--- src/rtl/uart_pkg.sv ---
// Shared UART types, frame constants and baud divisor helper.
package uart_pkg;

  typedef enum logic [1:0] {
    IDLE  = 2'd0,
    START = 2'd1,
    DATA  = 2'd2,
    STOP  = 2'd3
  } uart_state_t;

  typedef uart_state_t tx_state_t;
  typedef uart_state_t rx_state_t;

  localparam logic START_BIT = 1'b0;
  localparam logic STOP_BIT  = 1'b1;

  function automatic int unsigned clks_per_bit(input int unsigned freq, input int unsigned baud);
    return freq / baud;
  endfunction

endpackage

--- src/rtl/uart_rx.sv ---
// 8N1 receiver: synchronizes the line, samples mid-bit, flags framing errors.
module uart_rx
  import uart_pkg::*;
#(
  parameter int unsigned DATA_WIDTH   = 8,
  parameter int unsigned CLKS_PER_BIT = 1041
) (
  input  logic                  clk,
  input  logic                  rst,
  input  logic                  rx,
  output logic [DATA_WIDTH-1:0] data,
  output logic                  valid
);

  localparam int unsigned CNT_W = (CLKS_PER_BIT > 1) ? $clog2(CLKS_PER_BIT) : 1;
  localparam int unsigned BIT_W = (DATA_WIDTH > 1) ? $clog2(DATA_WIDTH) : 1;

  rx_state_t             state, state_nxt;
  logic                  rx_meta, rx_sync;
  logic [CNT_W-1:0]      baud_cnt, baud_cnt_nxt;
  logic [BIT_W-1:0]      bit_cnt, bit_cnt_nxt;
  logic [DATA_WIDTH-1:0] shreg, shreg_nxt, data_nxt;
  logic                  valid_nxt, frame_err, frame_err_nxt;
  logic                  bit_end, half_end, last_bit;

  assign bit_end  = (baud_cnt == CNT_W'(CLKS_PER_BIT - 1));
  assign half_end = (baud_cnt == CNT_W'(CLKS_PER_BIT / 2 - 1));
  assign last_bit = (bit_cnt == BIT_W'(DATA_WIDTH - 1));

  // Two-flop synchronizer for the asynchronous serial input.
  always_ff @(posedge clk) begin
    if (rst) begin
      rx_meta <= STOP_BIT;
      rx_sync <= STOP_BIT;
    end else begin
      rx_meta <= rx;
      rx_sync <= rx_meta;
    end
  end

  always_ff @(posedge clk) begin
    if (rst) begin
      state     <= IDLE;
      baud_cnt  <= '0;
      bit_cnt   <= '0;
      shreg     <= '0;
      frame_err <= 1'b0;
      data      <= '0;
      valid     <= 1'b0;
    end else begin
      state     <= state_nxt;
      baud_cnt  <= baud_cnt_nxt;
      bit_cnt   <= bit_cnt_nxt;
      shreg     <= shreg_nxt;
      frame_err <= frame_err_nxt;
      data      <= data_nxt;
      valid     <= valid_nxt;
    end
  end

  always_comb begin
    state_nxt = state;
    case (state)
      IDLE:  if (rx_sync == START_BIT) state_nxt = START;
      START: if (half_end) state_nxt = (rx_sync == START_BIT) ? DATA : IDLE;
      DATA:  if (bit_end && last_bit) state_nxt = STOP;
      STOP: begin
        // After a bad stop bit, hold here until the line is back to idle.
        if (frame_err) begin
          if (rx_sync == STOP_BIT) state_nxt = IDLE;
        end else if (bit_end && rx_sync == STOP_BIT) begin
          state_nxt = IDLE;
        end
      end
      default: state_nxt = IDLE;
    endcase
  end

  always_comb begin
    baud_cnt_nxt  = bit_end ? '0 : baud_cnt + CNT_W'(1);
    bit_cnt_nxt   = bit_cnt;
    shreg_nxt     = shreg;
    frame_err_nxt = frame_err;
    data_nxt      = data;
    valid_nxt     = 1'b0;
    case (state)
      IDLE: begin
        baud_cnt_nxt  = '0;
        bit_cnt_nxt   = '0;
        frame_err_nxt = 1'b0;
      end
      START: baud_cnt_nxt = half_end ? '0 : baud_cnt + CNT_W'(1);
      DATA: begin
        if (bit_end) begin
          shreg_nxt   = DATA_WIDTH'({rx_sync, shreg} >> 1);
          bit_cnt_nxt = bit_cnt + BIT_W'(1);
        end
      end
      STOP: begin
        if (frame_err) begin
          baud_cnt_nxt = baud_cnt;
        end else if (bit_end) begin
          if (rx_sync == STOP_BIT) begin
            data_nxt  = shreg;
            valid_nxt = 1'b1;
          end else begin
            frame_err_nxt = 1'b1;
          end
        end
      end
      default: ;
    endcase
  end

endmodule

--- src/rtl/uart_tx.sv ---
// 8N1 transmitter: accepts a byte when idle and shifts it out LSB first.
module uart_tx
  import uart_pkg::*;
#(
  parameter int unsigned DATA_WIDTH   = 8,
  parameter int unsigned CLKS_PER_BIT = 1041
) (
  input  logic                  clk,
  input  logic                  rst,
  input  logic [DATA_WIDTH-1:0] data,
  input  logic                  valid,
  output logic                  busy,
  output logic                  tx
);

  localparam int unsigned CNT_W = (CLKS_PER_BIT > 1) ? $clog2(CLKS_PER_BIT) : 1;
  localparam int unsigned BIT_W = (DATA_WIDTH > 1) ? $clog2(DATA_WIDTH) : 1;

  tx_state_t             state, state_nxt;
  logic [CNT_W-1:0]      baud_cnt, baud_cnt_nxt;
  logic [BIT_W-1:0]      bit_cnt, bit_cnt_nxt;
  logic [DATA_WIDTH-1:0] shreg, shreg_nxt, shifted;
  logic                  busy_nxt, tx_nxt;
  logic                  bit_end, last_bit;

  assign bit_end  = (baud_cnt == CNT_W'(CLKS_PER_BIT - 1));
  assign last_bit = (bit_cnt == BIT_W'(DATA_WIDTH - 1));
  assign shifted  = shreg >> 1;

  // State and datapath registers; reset drops the line back to idle at once.
  always_ff @(posedge clk) begin
    if (rst) begin
      state    <= IDLE;
      baud_cnt <= '0;
      bit_cnt  <= '0;
      shreg    <= '0;
      busy     <= 1'b0;
      tx       <= STOP_BIT;
    end else begin
      state    <= state_nxt;
      baud_cnt <= baud_cnt_nxt;
      bit_cnt  <= bit_cnt_nxt;
      shreg    <= shreg_nxt;
      busy     <= busy_nxt;
      tx       <= tx_nxt;
    end
  end

  always_comb begin
    state_nxt = state;
    case (state)
      IDLE:    if (valid)               state_nxt = START;
      START:   if (bit_end)             state_nxt = DATA;
      DATA:    if (bit_end && last_bit) state_nxt = STOP;
      STOP:    if (bit_end)             state_nxt = IDLE;
      default:                          state_nxt = IDLE;
    endcase
  end

  // Next register values; the serial bit is decided one edge ahead so tx stays a flop output.
  always_comb begin
    baud_cnt_nxt = bit_end ? '0 : baud_cnt + CNT_W'(1);
    bit_cnt_nxt  = bit_cnt;
    shreg_nxt    = shreg;
    busy_nxt     = busy;
    tx_nxt       = tx;
    case (state)
      IDLE: begin
        baud_cnt_nxt = '0;
        bit_cnt_nxt  = '0;
        if (valid) begin
          shreg_nxt = data;
          busy_nxt  = 1'b1;
          tx_nxt    = START_BIT;
        end
      end
      START: if (bit_end) tx_nxt = shreg[0];
      DATA: begin
        if (bit_end) begin
          shreg_nxt   = shifted;
          bit_cnt_nxt = bit_cnt + BIT_W'(1);
          tx_nxt      = last_bit ? STOP_BIT : shifted[0];
        end
      end
      STOP: begin
        if (bit_end) begin
          busy_nxt = 1'b0;
          tx_nxt   = STOP_BIT;
        end
      end
      default: ;
    endcase
  end

endmodule

--- src/rtl/uart_core.sv ---
// Full-duplex 8N1 UART: independent transmitter and receiver on one clock.
module uart_core
  import uart_pkg::*;
#(
  parameter int unsigned DATA_WIDTH = 8,
  parameter int unsigned FREQ       = 10000000,
  parameter int unsigned BAUD       = 9600
) (
  input  logic                  i_clk,
  input  logic                  i_rst,
  input  logic [DATA_WIDTH-1:0] i_tx_data,
  input  logic                  i_tx_valid,
  output logic                  o_tx_busy,
  output logic [DATA_WIDTH-1:0] o_rx_data,
  output logic                  o_rx_valid,
  output logic                  o_tx,
  input  logic                  i_rx
);

  localparam int unsigned CLKS_PER_BIT = clks_per_bit(FREQ, BAUD);

  uart_tx #(
    .DATA_WIDTH  (DATA_WIDTH),
    .CLKS_PER_BIT(CLKS_PER_BIT)
  ) u_tx (
    .clk  (i_clk),
    .rst  (i_rst),
    .data (i_tx_data),
    .valid(i_tx_valid),
    .busy (o_tx_busy),
    .tx   (o_tx)
  );

  uart_rx #(
    .DATA_WIDTH  (DATA_WIDTH),
    .CLKS_PER_BIT(CLKS_PER_BIT)
  ) u_rx (
    .clk  (i_clk),
    .rst  (i_rst),
    .rx   (i_rx),
    .data (o_rx_data),
    .valid(o_rx_valid)
  );

endmodule

--- config.mk ---
export PLATFORM = sky130hd
export DESIGN_NAME = uart_core
export DESIGN_NICKNAME = d
export VERILOG_FILES = /design/src/rtl/uart_pkg.sv /design/src/rtl/uart_rx.sv /design/src/rtl/uart_tx.sv /design/src/rtl/uart_core.sv
export SDC_FILE = /design/constraint.sdc
export NUM_CORES = 1
export LEC_CHECK = 0
export CORE_MARGIN = 5
export CORE_UTILIZATION = 57
export DETAILED_ROUTE_END_ITERATION = 10
export PLACE_DENSITY = 0.76
export SLEW_MARGIN = 40
export SYNTH_ARGS = -nofsm -noshare
export SYNTH_HDL_FRONTEND = slang
export SYNTH_SLANG_ARGS = --single-unit
--- constraint.sdc ---
create_clock -name i_clk -period 2.6 [get_ports i_clk]
set_input_delay 0.52 -clock i_clk [delete_from_list [all_inputs] [get_ports i_clk]]
set_output_delay 0.52 -clock i_clk [all_outputs]
set_load 0.05 [all_outputs]
* Yosys cells after proc, flatten, opt, wreduce, memory -nomap -nowiden
Cells that the tools add are included.
Widths: inputs -> output; s select.
** Cells by class
- Bitwise gates (word level) :: 3
- $add $sub $neg :: 4
- Reductions and logical operators :: 20
- Mux-type cells :: 38
- Equality and inequality tests :: 23
** Operators by type and width (number)
- $mux 11 :: 3
- $pmux 11 s3 :: 1
- $add 11x1->11 const B :: 2
- $eq 11x11->1 const B :: 2
- $mux 2 :: 11
- $mux 8 :: 2
- $pmux 2 s4 :: 2
- $pmux 8 s2 :: 1
- $ne 2x1->1 const B :: 7
- $pmux 3 s2 :: 2
- $reduce_and 4->1 :: 3
- $eq 11x10->1 const B :: 1
- $mux 1 :: 11
- $eq 2x2->1 const B :: 4
- $reduce_bool 2->1 :: 4
- $add 3x1->3 const B :: 2
- $eq 3x3->1 const B :: 2
- $mux 3 :: 2
- $ne 2x2->1 const B :: 3
- $reduce_and 2->1 :: 3
- $reduce_and 3->1 :: 2
- $reduce_and 5->1 :: 1
- $eq 2x1->1 const B :: 2
- $logic_not 2->1 :: 2
- other kinds (8) :: 13
** Storage, ports and cells
- Output and inout port bits :: 11
- Bits in registers :: 62
- Input port bits :: 12
- Logic and storage cells :: 103

* Longest topological paths before layout
Gate-level depths: netlist (run 1).
- Depth in word-level cells :: 5
- Gate-level depth with buffers :: 9
- Depth with buffers taken out :: 7

* By module
A second synthesis (run 1) with hierarchy kept.
** Second synthesis, totals
- Cells, all modules :: 314
- Area total of the unflattened synthesis :: 3016.6 um^2
** By module, submodules not included
- uart_rx :: instances 1, cells an instance 173, sequential area each 720.7 um^2, area each 1621.6 um^2
- uart_tx :: instances 1, cells an instance 141, sequential area each 520.5 um^2, area each 1395.1 um^2

* Worst setup path after synthesis (run 1)
No wires, ideal clock.
- Kind :: register to register
- From :: register u_rx.baud_cnt[0]
- To :: register u_rx.baud_cnt[5]
- Buffers on the path :: 2
- Clock period less this slack :: 1.865 ns
- Data required time :: 2.536 ns
- Slack :: 0.735 ns
- Library setup time :: 0.064 ns
- Arrival :: 1.801 ns
- Stages on the path, launching flop included :: 10
- Cells stage by stage :: dfxtp_1 inv_1 ha_1 nor4bb_1 and4b_1 buf_2 or3_1 a31o_2 buf_4 nor2_1
** On the way
- Longest elaborated chain between the ends :: 4
- Elaborated cells on any way between the ends :: 7
- Those cells by class :: add/sub (1); eq/ne (2); mux (4)
** RTL lines
- start, declared :: line uart_rx.sv:20 : logic [CNT_W-1:0] baud_cnt, baud_cnt_nxt;
- start signal, assigned :: line uart_rx.sv:52 : baud_cnt <= baud_cnt_nxt;
- $add 11x1->11 or $eq 11x11->1 (tied branches) :: line uart_rx.sv:80, uart_rx.sv:92, uart_rx.sv:26
- $mux 11 :: line uart_rx.sv:80 : baud_cnt_nxt = bit_end ? '0 : baud_cnt + CNT_W'(1);
- $mux 11 :: line uart_rx.sv:100 : if (frame_err) begin
- $pmux 11 s3 * :: line uart_rx.sv:86 : case (state)
Mark *: on every way between the ends. The rest lies on a longest branch, timed or not. The select of a mux whose other input is x is not followed.
A chain may end at the register's enable or synchronous reset.

* Worst setup path after layout (run 1)
- From :: register u_rx.baud_cnt[5]
- To :: register u_rx.data[4]
** On the way
- Longest elaborated chain between the ends :: 2
** RTL lines
- $eq 11x11->1 :: line uart_rx.sv:26 : assign bit_end = (baud_cnt == CNT_W'(CLKS_PER_BIT - 1));
- $reduce_and 4->1 (no source line)
- end signal, assigned :: line uart_rx.sv:56 : data <= data_nxt;
- end, declared :: line uart_rx.sv:11 : output logic [DATA_WIDTH-1:0] data,
No other way between the ends.

==> impl_metrics.env, run 1 <==
export IMPL_status="completed"
export IMPL_ctsResizeCount=0
export IMPL_p_comb_share_pct=24.8
export IMPL_syn_nets=335
export IMPL_dr_pass1_iters=4
export IMPL_switchingPower_uw=840
export IMPL_slew_violations=0
export IMPL_cts_num_sinks=62
export IMPL_yosysWarnings=0
export IMPL_post_cts_setup_buffer_count=0
export IMPL_wl_mm=5.03
export IMPL_vias_per_cell=5.38
export IMPL_wl_per_cell_um=12.5
export IMPL_grt_overflow=0
export IMPL_crit_fanout=9
export IMPL_setup_tns_ns=0
export IMPL_grt_usage_pct=17.5
export IMPL_start_kind="register"
export IMPL_hold_class="register to register"
export IMPL_regArea_um2=1240
export IMPL_die_area_um2=6490
export IMPL_p_clk_share_pct=34.6
export IMPL_final_util_pct=69.3
export IMPL_start_util_pct=59.3
export IMPL_synth_seq_area_share_pct=43.8
export IMPL_drive_gt1_share_pct=9.58
export IMPL_end_kind="register"
export IMPL_p_int_uw=1880
export IMPL_worstPathArrival_ns=2.40
export IMPL_post_route_drc_count=0
export IMPL_root_buffer="clkbuf_8"
export IMPL_final_antenna_net_count=0
export IMPL_areaGrowthSynthToFinish_pct=16.9
export IMPL_fmax_mhz=458
export IMPL_drt_initial_drc_count=86
export IMPL_setup_viol=0
export IMPL_async_flop_share_pct=0
export IMPL_place_hpwl_mm=3.39
export IMPL_post_place_cells=385
export IMPL_ys_types=50
export IMPL_synth_edf_count=0
export IMPL_cp_required_ns=2.82
export IMPL_p_sw_share_pct=30.9
export IMPL_die_height_um=80.5
export IMPL_n_antenna_cell=0
export IMPL_die_w_um=80.5
export IMPL_htreeDepth=3
export IMPL_grt_max_degree=36
export IMPL_fin_skew_ns=0.00826
export IMPL_worst_pin_slew_ns=0.612
export IMPL_insertion_delay_ns=0.34
export IMPL_numCtsBuffers=9
export IMPL_path_class="register to register"
export IMPL_antenna_found_initial=0
export IMPL_grt_pass1_wl_mm=8.74
export IMPL_gp_congestion=0.823
export IMPL_synth_common_cells="dfxtp_1 (62), nor2_1 (51), nand2_1 (29), mux2i_1 (20), ha_1 (17)"
export IMPL_design_core_area_um2=4790
export IMPL_synth_most_common_cell="dfxtp_1"
export IMPL_io_pins=23
export IMPL_power_per_cell_area_nw_per_um2=820
export IMPL_cts_tree="done"
export IMPL_maxCapViolations=0
export IMPL_period_minus_slack_ns=2.18
export IMPL_multi_input_area_um2=1490
export IMPL_netlist_top_cells_area="dfxtp_1 (44%), ha_1 (7.5%), mux2i_1 (7.1%)"
export IMPL_io_buffers=22
export IMPL_synth_top_area_share_pct=43.8
export IMPL_seqPwrFrac_pct=40.6
export IMPL_vias=2156
export IMPL_fillers=384
export IMPL_ctsHoldBuffers=0
export IMPL_rows=25
export IMPL_p_leak_uw=0.00121
export IMPL_total_power_uw=2720
export IMPL_fin_cells=401
export IMPL_setup_ws_ns=0.418
export IMPL_vdd_drop_max_v=0.000459
export IMPL_min_period_over_period_pct=83.9
export IMPL_avgSynthCellArea_um2=9.27
export IMPL_yosys_area_top_type="dfxtp_1"
export IMPL_place_worst_setup_slack_ns=0.464
export IMPL_clk_pin_slew_ns=0.07
export IMPL_fin_nets=358
export IMPL_syn_inst=306
export IMPL_grt_pass1_vias=2023
export IMPL_clk_path_buf_depth=2
export IMPL_synth_seq_cells=62
export IMPL_synth_area_um2=2840
export IMPL_rsz0062_at_grt="false"
export IMPL_hold_viol=0
export IMPL_synth_flop_cell="dfxtp_1"
export IMPL_slew_headroom_pct=59.1
power groups by stage:
stage	registers, uW	clock network (uW)	logic (uW)
global route	1120	1000	755
floorplan	1160	0	524
global placement	1120	0	661
detailed placement	1120	0	676
CTS	1100	956	680
finish	1100	941	674
worst max-delay path, cell delays in order, from the launching register on:
cell     delay [ns]
dfxtp_1        0.35
nor4_1         0.44
and4b_1        0.40
and4b_1        0.56
mux2i_1        0.27
nor2_1         0.05
stage by stage:
step | hold slack, ns | cell area (um2)
2_1_floorplan | 0.389 | 2840
3_3_place_gp | 0.392 | 3090
3_5_place_dp | 0.401 | 3090
4_1_cts | 0.417 | 3320
5_1_grt | 0.442 | 3320
6_report | 0.413 | 3320
metal layers:
metal	up-vias	share of wire, %	wire [um]	track usage [%]
met5	-	0	0	0
met4	0	1.9	97	10.6
met3	9	4.0	201	4.60
met2	41	46	2330	28.1
met1	1008	48	2400	20.8
li1	1098	-	-	-
sequential cells by signal, indices dropped and copies added, names as in the netlist, 2 cells and up, named ones only:
name	count
u_rx.baud_cnt	11
u_rx.bit_cnt	3
u_rx.data	8
u_rx.shreg	8
u_tx.baud_cnt	11
u_tx.bit_cnt	3
u_tx.shreg	8
u_tx.state	2
logic make-up (layout without fill, tap and decap cells):
family                     Yosys count  in the layout  share of synthesized area [%]
DFF                                 62             62                           43.8
buffers and inverters               23             51                           3.66
and+or+nand+nor                    123            123                           21.6
adders and majority gates           17             17                           7.50
muxes                               20             20                           7.06
AOI/OAI and AO/OA                   42             42                           10.5
xor gates and xnor gates            19             19                           5.87
worst paths after layout:
path | endpoint | startpoint | slack, ns | depth (start not counted)
max | u_rx.data[4]$_SDFFE_PP0P_ | u_rx.baud_cnt[5]$_SDFFE_PP0P_ | 0.42 | 5
min reg2reg | u_rx.rx_sync$_SDFF_PP1_ | u_rx.rx_meta$_SDFF_PP1_ | 0.41 | 1
min | u_rx.rx_sync$_SDFF_PP1_ | u_rx.rx_meta$_SDFF_PP1_ | 0.41 | 1
max reg2reg | u_rx.data[4]$_SDFFE_PP0P_ | u_rx.baud_cnt[5]$_SDFFE_PP0P_ | 0.42 | 5
cell usage in the layout, fill, tap and decap left out, types with 3 or more instances in the layout:
| cell | instances |
|---|---|
| o21ai_0 | 4 |
| nand4_1 | 3 |
| a21oi_1 | 15 |
| nand3_1 | 10 |
| xnor2_1 | 7 |
| mux2i_1 | 20 |
| nand2b_1 | 3 |
| inv_1 | 11 |
| ha_1 | 17 |
| a211oi_1 | 6 |
| clkbuf_8 | 10 |
| xor2_1 | 12 |
| a22oi_1 | 3 |
| and3_1 | 4 |
| nor2_1 | 51 |
| nand2_1 | 29 |
| dfxtp_1 | 62 |
| clkdlybuf4s50_1 | 22 |
layout make-up:
type	count	share of cell area, %
Sequential cell	62	37.4
Timing Repair Buffer	24	7.09
Tap cell	67	2.53
Clock buffer	10	4.15
Multi-Input combinational cell	221	45.0
Clock inverter	6	2.57
Inverter	11	1.25
Note: power is estimated with default switching activity, not from simulation.
==> run 2, diff against run 1 <==
==> constraint.sdc (replaced) <==
create_clock -name i_clk -period 2.21 [get_ports i_clk]
set_input_delay 0.442 -clock i_clk [delete_from_list [all_inputs] [get_ports i_clk]]
set_output_delay 0.442 -clock i_clk [all_outputs]
set_load 0.05 [all_outputs]
==> impl_metrics.env, run 2 (synthesized netlist as in run 1, its figures left out) <==
export IMPL_power_per_cell_area_nw_per_um2=975
export IMPL_io_pins=23
export IMPL_p_clk_share_pct=34.9
export IMPL_cts_num_sinks=62
export IMPL_reg_largest_list="u_rx.baud_cnt x11, u_tx.baud_cnt x11"
export IMPL_n_antenna_cell=0
export IMPL_met2_length_mm=2.21
export IMPL_post_cts_setup_buffer_count=0
export IMPL_worstPathArrival_ns=2.19
export IMPL_min_from="u_rx.rx_meta$_SDFF_PP1_"
export IMPL_p_comb_share_pct=25.2
export IMPL_vdd_drop_max_v=0.000683
export IMPL_grt_pass1_wl_mm=8.49
export IMPL_min_period_over_period_pct=89.6
export IMPL_start_kind="register"
export IMPL_vias_per_cell=5.19
export IMPL_grt_usage_pct=17.0
export IMPL_die_height_um=80.5
export IMPL_areaGrowthSynthToFinish_pct=17.8
export IMPL_hold_path_depth=1
export IMPL_antenna_found_initial=0
export IMPL_clk_pin_slew_ns=0.07
export IMPL_slew_violations=0
export IMPL_post_route_drc_count=0
export IMPL_fmax_mhz=505
export IMPL_fin_area_um2=3340
export IMPL_path_class="register to register"
export IMPL_die_w_um=80.5
export IMPL_fin_skew_ns=0.00750
export IMPL_slew_headroom_pct=66.8
export IMPL_root_buffer="clkbuf_8"
export IMPL_switchingPower_uw=965
export IMPL_cts_tree="done"
export IMPL_ctsResizeCount=0
export IMPL_p_int_uw=2290
export IMPL_reg2reg_depth=6
export IMPL_setup_tns_ns=0
export IMPL_final_common_cell="dfxtp_1"
export IMPL_gp_congestion=0.851
export IMPL_design_core_area_um2=4790
export IMPL_grt_max_degree=36
export IMPL_io_buffers=22
export IMPL_seqPwrFrac_pct=39.8
export IMPL_wl_met3_um=185
export IMPL_place_worst_setup_slack_ns=0.180
export IMPL_clk_path_buf_depth=2
export IMPL_grt_overflow=0
export IMPL_dr_pass1_iters=4
export IMPL_numCtsBuffers=9
export IMPL_highest_layer="met4"
export IMPL_start_util_pct=59.3
export IMPL_htreeDepth=3
export IMPL_r2r_end="u_rx.data[6]$_SDFFE_PP0P_"
export IMPL_cp_required_ns=2.42
export IMPL_fin_nets=360
export IMPL_drt_initial_drc_count=136
export IMPL_timing_rr_start="u_rx.baud_cnt[5]$_SDFFE_PP0P_"
export IMPL_wl_mm=4.86
export IMPL_insertion_delay_ns=0.33
export IMPL_p_leak_uw=0.00123
export IMPL_drive_gt1_share_pct=9.82
export IMPL_hold_end="u_rx.rx_sync$_SDFF_PP1_"
export IMPL_final_cell_mix="dfxtp_1 (62), nor2_1 (51), nand2_1 (29)"
export IMPL_end_kind="register"
export IMPL_r2r_setup_slack_ns=0.23
export IMPL_rows=25
export IMPL_hold_viol=0
export IMPL_wl_per_cell_um=12.1
export IMPL_maxCapViolations=0
export IMPL_placed_cell_area_um2=3110
export IMPL_vias=2093
export IMPL_setup_ws_ns=0.229
export IMPL_hold_class="register to register"
export IMPL_period_minus_slack_ns=1.98
export IMPL_crit_fanout=9
export IMPL_drt_met1_wl_mm=2.39
export IMPL_status="completed"
export IMPL_die_area_um2=6490
export IMPL_grt_pass1_vias=1952
export IMPL_ctsHoldBuffers=0
export IMPL_rsz0062_at_grt="false"
export IMPL_p_sw_share_pct=29.6
export IMPL_setup_viol=0
export IMPL_place_hpwl_mm=3.37
export IMPL_worst_pin_slew_ns=0.497
export IMPL_final_antenna_net_count=0
run 2: cell count changes in the layout (fill, tap and decap cells not counted):
cell | before | now
clkbuf_8 | 10 | 12
buf_4 | 2 | 4
clkinv_2 | 2 | 1
clkbuf_1 | 0 | 1
clkinvlp_4 | 2 | 0
run 2: worst max path at each step:
stage,startpoint,to,slack [ns]
after global routing,u_rx.baud_cnt[0]$_SDFFE_PP0P_,u_rx.data[6]$_SDFFE_PP0P_,0.02
after CTS,u_rx.baud_cnt[0]$_SDFFE_PP0P_,u_rx.data[6]$_SDFFE_PP0P_,0.23
after floorplan,u_rx.baud_cnt[0]$_SDFFE_PP0P_,u_rx.baud_cnt[5]$_SDFFE_PP0P_,0.34
after global placement,i_tx_valid,u_tx.state[1]$_SDFFE_PP0P_,0.22
final,u_rx.baud_cnt[5]$_SDFFE_PP0P_,u_rx.data[6]$_SDFFE_PP0P_,0.23
after detailed placement,i_tx_valid,u_tx.state[1]$_SDFFE_PP0P_,0.18
run 2: cell type report:
| type | instances | area (um2) |
|---|---|---|
| Multi-Input combinational cell | 221 | 1490 |
| Fill cell | 387 | 1440 |
| Sequential cell | 62 | 1240 |
| Timing Repair Buffer | 26 | 250 |
| Clock buffer | 13 | 169 |
| Tap cell | 67 | 83.8 |
| Clock inverter | 3 | 65.1 |
| Inverter | 11 | 41.3 |
run 2: layer usage:
| layer | global-route usage, % | vias up |
|---|---|---|
| met5 | 0 | - |
| met4 | 7.43 | 0 |
| met1 | 20.5 | 955 |
| met2 | 26.9 | 29 |
| li1 | - | 1102 |
| met3 | 6.28 | 7 |
run 2: worst max-delay path, stage by stage (launching register included):
cell     delay (ns)
dfxtp_1        0.35
nor4_1         0.41
and4b_1        0.40
and4b_1        0.22
buf_4          0.19
mux2i_1        0.22
nor2_1         0.06
run 2: power by group through the flow:
stage	sequential, uW	clock, uW	combinational (uW)
after floorplan	1360	0	617
after global placement	1320	0	803
after detailed placement	1320	0	816
after CTS	1300	1170	823
after global routing	1320	1220	923
final	1300	1140	822
run 2: through the flow:
stage                     std cells  hold WS, ns  total power [uW]  utilization, %
after global placement          387        0.393              2120            64.9
after floorplan                 306        0.389              1980               -
after CTS                       403        0.431              3290            69.8
after global routing            403        0.446              3460            69.8
after detailed placement        387        0.401              2140            64.9
final                           403        0.423              3260            69.8
==> run 3, diff against run 2 <==
--- a/config.mk
+++ b/config.mk
@@ -5,10 +5,9 @@
 export SDC_FILE = /design/constraint.sdc
 export NUM_CORES = 1
 export LEC_CHECK = 0
-export CORE_MARGIN = 5
-export CORE_UTILIZATION = 57
+export CORE_UTILIZATION = 60
 export DETAILED_ROUTE_END_ITERATION = 10
-export PLACE_DENSITY = 0.76
+export PLACE_DENSITY = 0.8
 export SLEW_MARGIN = 40
 export SYNTH_ARGS = -nofsm -noshare
 export SYNTH_HDL_FRONTEND = slang
==> constraint.sdc (replaced) <==
create_clock -name i_clk -period 2.4 [get_ports i_clk]
set_input_delay 0.48 -clock i_clk [delete_from_list [all_inputs] [get_ports i_clk]]
set_output_delay 0.48 -clock i_clk [all_outputs]
set_load 0.05 [all_outputs]
==> impl_metrics.env, run 3 (synthesized netlist as in run 1, its figures left out) <==
export IMPL_timing_rr_start="u_rx.baud_cnt[0]$_SDFFE_PP0P_"
export IMPL_fin_skew_ns=0.0110
export IMPL_slew_violations=0
export IMPL_dr_pass1_iters=7
export IMPL_die_height_um=70.8
export IMPL_setup_tns_ns=0
export IMPL_clk_path_buf_depth=2
export IMPL_cp_required_ns=2.62
export IMPL_path_cells="inv_1 -> ha_1 -> nor4bb_1 -> and4b_1 -> and4b_1 -> mux2i_1 -> nor2_1"
export IMPL_final_common_cell="dfxtp_1"
export IMPL_insertion_delay_ns=0.33
export IMPL_rows=24
export IMPL_drive_gt1_share_pct=10.1
export IMPL_setup_viol=0
export IMPL_end_kind="register"
export IMPL_clk_pin_slew_ns=0.08
export IMPL_place_hpwl_mm=3.43
export IMPL_numCtsBuffers=9
export IMPL_worstPathArrival_ns=2.31
export IMPL_min_period_over_period_pct=87.1
export IMPL_path_class="register to register"
export IMPL_vias=2148
export IMPL_critical_path_top_delay_family="simple AND/OR/NAND/NOR gates"
export IMPL_wl_mm=5.13
export IMPL_p_clk_share_pct=34.2
export IMPL_failed_checks="design-rule violations"
export IMPL_r2r_setup_slack_ns=0.31
export IMPL_areaGrowthSynthToFinish_pct=16.8
export IMPL_crit_path_max_incr_delay_ns=0.56
export IMPL_final_cell_mix="dfxtp_1 (62), nor2_1 (51), nand2_1 (29)"
export IMPL_reg2reg_depth=7
export IMPL_p_comb_share_pct=25.6
export IMPL_critPathLaunch="u_rx.baud_cnt[0]$_SDFFE_PP0P_"
export IMPL_grt_usage_pct=23.7
export IMPL_die_w_um=70.8
export IMPL_ctsHoldBuffers=0
export IMPL_n_antenna_cell=0
export IMPL_setup_ws_ns=0.310
export IMPL_die_area_um2=5010
export IMPL_critPathMostFrequentCell="and4b_1"
export IMPL_maxCapViolations=0
export IMPL_p_leak_uw=0.00122
export IMPL_io_pins=23
export IMPL_io_buffers=22
export IMPL_vias_per_cell=5.54
export IMPL_antenna_found_initial=0
export IMPL_fillers=326
export IMPL_whs_ns=0.405
export IMPL_hold_path_depth=1
export IMPL_cts_tree="done"
export IMPL_place_worst_setup_slack_ns=0.302
export IMPL_vdd_drop_max_v=0.000593
export IMPL_grt_pass1_wl_mm=9.38
export IMPL_p_sw_share_pct=31.3
export IMPL_cp_slowest_cell="and4b_1"
export IMPL_path_depth=7
export IMPL_slew_headroom_pct=65.9
export IMPL_grt_overflow=0
export IMPL_worst_pin_slew_ns=0.511
export IMPL_hold_viol=0
export IMPL_switchingPower_uw=934
export IMPL_p_int_uw=2050
export IMPL_grt_pass1_vias=2164
export IMPL_crit_fanout=9
export IMPL_drt_initial_drc_count=126
export IMPL_period_minus_slack_ns=2.09
export IMPL_fmax_mhz=479
export IMPL_start_kind="register"
export IMPL_worst_path_buf_inv=1
export IMPL_post_route_drc_count=10
export IMPL_ctsResizeCount=0
export IMPL_design_core_area_um2=4440
export IMPL_power_per_cell_area_nw_per_um2=902
export IMPL_reg_largest_list="u_rx.baud_cnt x11, u_tx.baud_cnt x11"
export IMPL_post_cts_setup_buffer_count=0
export IMPL_status="complete, but fails checks"
export IMPL_start_util_pct=63.8
export IMPL_gp_congestion=0.890
export IMPL_cts_num_sinks=62
export IMPL_htreeDepth=3
export IMPL_final_antenna_net_count=0
export IMPL_hold_class="register to register"
export IMPL_seqPwrFrac_pct=40.1
export IMPL_grt_max_degree=22
export IMPL_root_buffer="clkbuf_8"
export IMPL_wl_per_cell_um=13.2
export IMPL_fin_nets=360
export IMPL_rsz0062_at_grt="false"
export IMPL_min_from="u_rx.rx_meta$_SDFF_PP1_"
## run 3: layout make-up
cell class / count / area, um2 / area share [%]
multi-input cells: 221 / 1490 / 45.0
clock buffers: 10 / 138 / 4.16
inverters: 11 / 41.3 / 1.25
flip-flops and latches: 62 / 1240 / 37.5
clock inverters: 6 / 85.1 / 2.57
repair buffers: 26 / 250 / 7.56
well taps: 52 / 65.1 / 1.96
## run 3: per-layer routing
layer,track usage (%),up-vias,wire length [um]
li1,-,1107,-
met2,38.2,46,2460
met5,0,-,0
met3,4.99,6,181
met4,13.1,0,63
met1,29.5,989,2430
## run 3: per-stage QoR
stage               cell area [um2]  total power (uW)  utilization [%]  instances
floorplan                      2840              1820                -        306
global placement               3090              1950             69.5        372
detailed placement             3090              1980             69.5        372
CTS                            3310              3010             74.5        388
global route                   3310              3160             74.5        388
finish                         3310              2990             74.5        388
## run 3: power groups by stage
stage          Combinational (uW)  Sequential, uW  Clock, uW
6_report                      766            1200       1020
3_5_place_dp                  758            1220          0
3_3_place_gp                  735            1220          0
4_1_cts                       768            1200       1040
2_1_floorplan                 568            1250          0
5_1_grt                       857            1210       1090
## run 3: worst reg2reg max path: cells and delay by family, from the launching register on
kind,cells,cell delay [ns]
adder cells (fa/ha/maj),1,0.13
AND/OR/NAND/NOR,4,1.21
multiplexers,1,0.24
flip-flops,1,0.34
buffers and inverters,1,0.07
## run 3: final timing paths
check | to
setup / recovery | u_rx.data[3]$_SDFFE_PP0P_
hold reg to reg | u_rx.rx_sync$_SDFF_PP1_
setup reg to reg | u_rx.data[3]$_SDFFE_PP0P_
hold / removal | u_rx.rx_sync$_SDFF_PP1_
==> RTL change (config.mk and constraints of run 1) <==
`shreg` no longer has a reset.
--- a/src/rtl/uart_rx.sv
+++ b/src/rtl/uart_rx.sv
@@ -43,7 +43,6 @@
       state     <= IDLE;
       baud_cnt  <= '0;
       bit_cnt   <= '0;
-      shreg     <= '0;
       frame_err <= 1'b0;
       data      <= '0;
       valid     <= 1'b0;
@@ -51,11 +50,14 @@
       state     <= state_nxt;
       baud_cnt  <= baud_cnt_nxt;
       bit_cnt   <= bit_cnt_nxt;
-      shreg     <= shreg_nxt;
       frame_err <= frame_err_nxt;
       data      <= data_nxt;
       valid     <= valid_nxt;
     end
+  end
+
+  always_ff @(posedge clk) begin
+    shreg <= shreg_nxt;
   end
 
   always_comb begin
Behaviour: no difference found for any inputs over 10 cycles, from zero or initial values and one cycle with i_rst high; that may be too few to reach the edited logic, so the function may still have changed.
==> RTL change against run 1 <==
Design area decreased by 0.79%. Clock power increased by 2.1%. Final cell count shrank 1.7%. Critical path type unchanged. Wire length down 0.24%. Setup slack worse by 0.093 ns. Sequential cell count stayed put. Synthesized area shrank 2.3%. Non-clock buffer count increased by 1. Power fell by 0.12%.
==> RTL change: results (changes against run 1) <==
- Largest net degree at the start of global routing: 16 (-56%)
- Mux cell area share after synthesis: 3.61% (-3.4 points)
- Post-Synth Adder-Cell Area: 7.22% (-0.28 points)
- XOR/XNOR Fraction of Synth Area: 6.00% (+0.14 points)
- PnR worst setup slack: 0.325 ns (-0.0931 ns)
- Sequential fraction of total cell area: 40.2% (+2.7 points)
- Vias in the first global route: 1,994 (-1.4%)
- Worst-Margin Slew: 0.638 ns (+0.0261 ns)
- Worst Path Arrival: 2.50 ns (+0.10 ns)
- Clock-net power: 0.000961 W (+2.1%)
- Met3 Use GR: 4.85% (+0.26 points)
- Post-synth EDFFs: 8 (+8)
- Hold WS: 0.412 ns (-0.000233 ns)
- Non-clk bufs: 25 (+4.2%)
- Static leakage: 1.17 nW (-3.8%)
- Fill cell total of the finished layout: 360 (-6.3%)
- Critical path's largest stage delay: 0.44 ns (-0.12 ns)
- Sw Ratio: 29.7% (-1.2 points)
- Area of the multi-input gates: 1360 sq um (-8.8%)
- DP Cell Count: 378 (-1.8%)
- Clock group share of total power: 35.4% (+0.8 points)
- Launch point of the worst reg-to-reg path: u_rx.baud_cnt[0]
- CLK BUF: 11 (+1)
- Vias: 2,108 (-2.2%)
- Total GRT Usage: 17.7% (+0.23 points)
- Met2 wire len: 2270 um (-2.8%)
- FF-to-FF End: u_rx.state[0]
- Clock skew: 0.00632 ns (-0.00193 ns)
- Detailed Place HPWL: 3470 um (+2.4%)
- Met3 wire len: 223 um (+11%)
- Routability cong.: 0.809 (-1.7%)
- Reg-to-reg slack, setup: 0.32 ns (-0.09 ns)
- R2r worst-path depth: 6 (+1)
- Routed len/inst: 12.7 um (+1.5%)
- Layout area overhead: 18.7%
- GR met2 Demand/Resource: 27.7% (-0.35 points)
- Share of layout cells above drive strength 1: 8.26% (-1.3 points)
- Synth area leaders: dfxtp_1 (39%), edfxtp_1 (8.7%), ha_1 (7.2%)
- DR iter-0 viols: 118 (+37%)
- GR Layer Usage met1: 22.0% (+1.2 points)
- Synth top cells by count: dfxtp_1 (54), nor2_1 (47), nand2_1 (28), a21oi_1 (16), ha_1 (16)
- Syn Nets: 324 (-3.3%)
- Crit-path slowest cell: or4bb_1
- Clock buffers and inverters, area share: 7.07% (+0.36 points)
- Area post-placement: 3060 sq um (-1.2%)
- Peak supply drop: 0.617 mV (+35%)
- Critical path fanouts, max: 4 (-5)
- Non-clk buf share: 7.38% (+0.28 points)
- Status: complete, no violations
-- RTL change: cell types whose count changed after synthesis, moves of 3 or more --
cell	before	now
mux2i_1	20	10
dfxtp_1	62	54
edfxtp_1	0	8
nor3_1	1	6
xnor2_1	7	12
xor2_1	12	7
nor2_1	51	47
nand3b_1	0	3
-- RTL change: worst max-delay path by stage --
stage / from / to
after floorplan: u_rx.baud_cnt[6] / u_rx.state[0]
after global placement: u_rx.baud_cnt[6] / u_rx.state[0]
after detailed placement: u_rx.baud_cnt[0] / u_rx.state[0]
after CTS: u_rx.baud_cnt[0] / u_rx.state[0]
after global routing: u_rx.baud_cnt[0] / u_rx.state[0]
final: u_rx.baud_cnt[0] / u_rx.state[0]
-- RTL change: worst reg2reg max path: stages (launching register included) --
cell     delay [ns]
dfxtp_1        0.39
ha_1           0.23
or4bb_1        0.44
o41ai_2        0.32
o21ai_2        0.13
or3_1          0.38
o311a_1        0.28
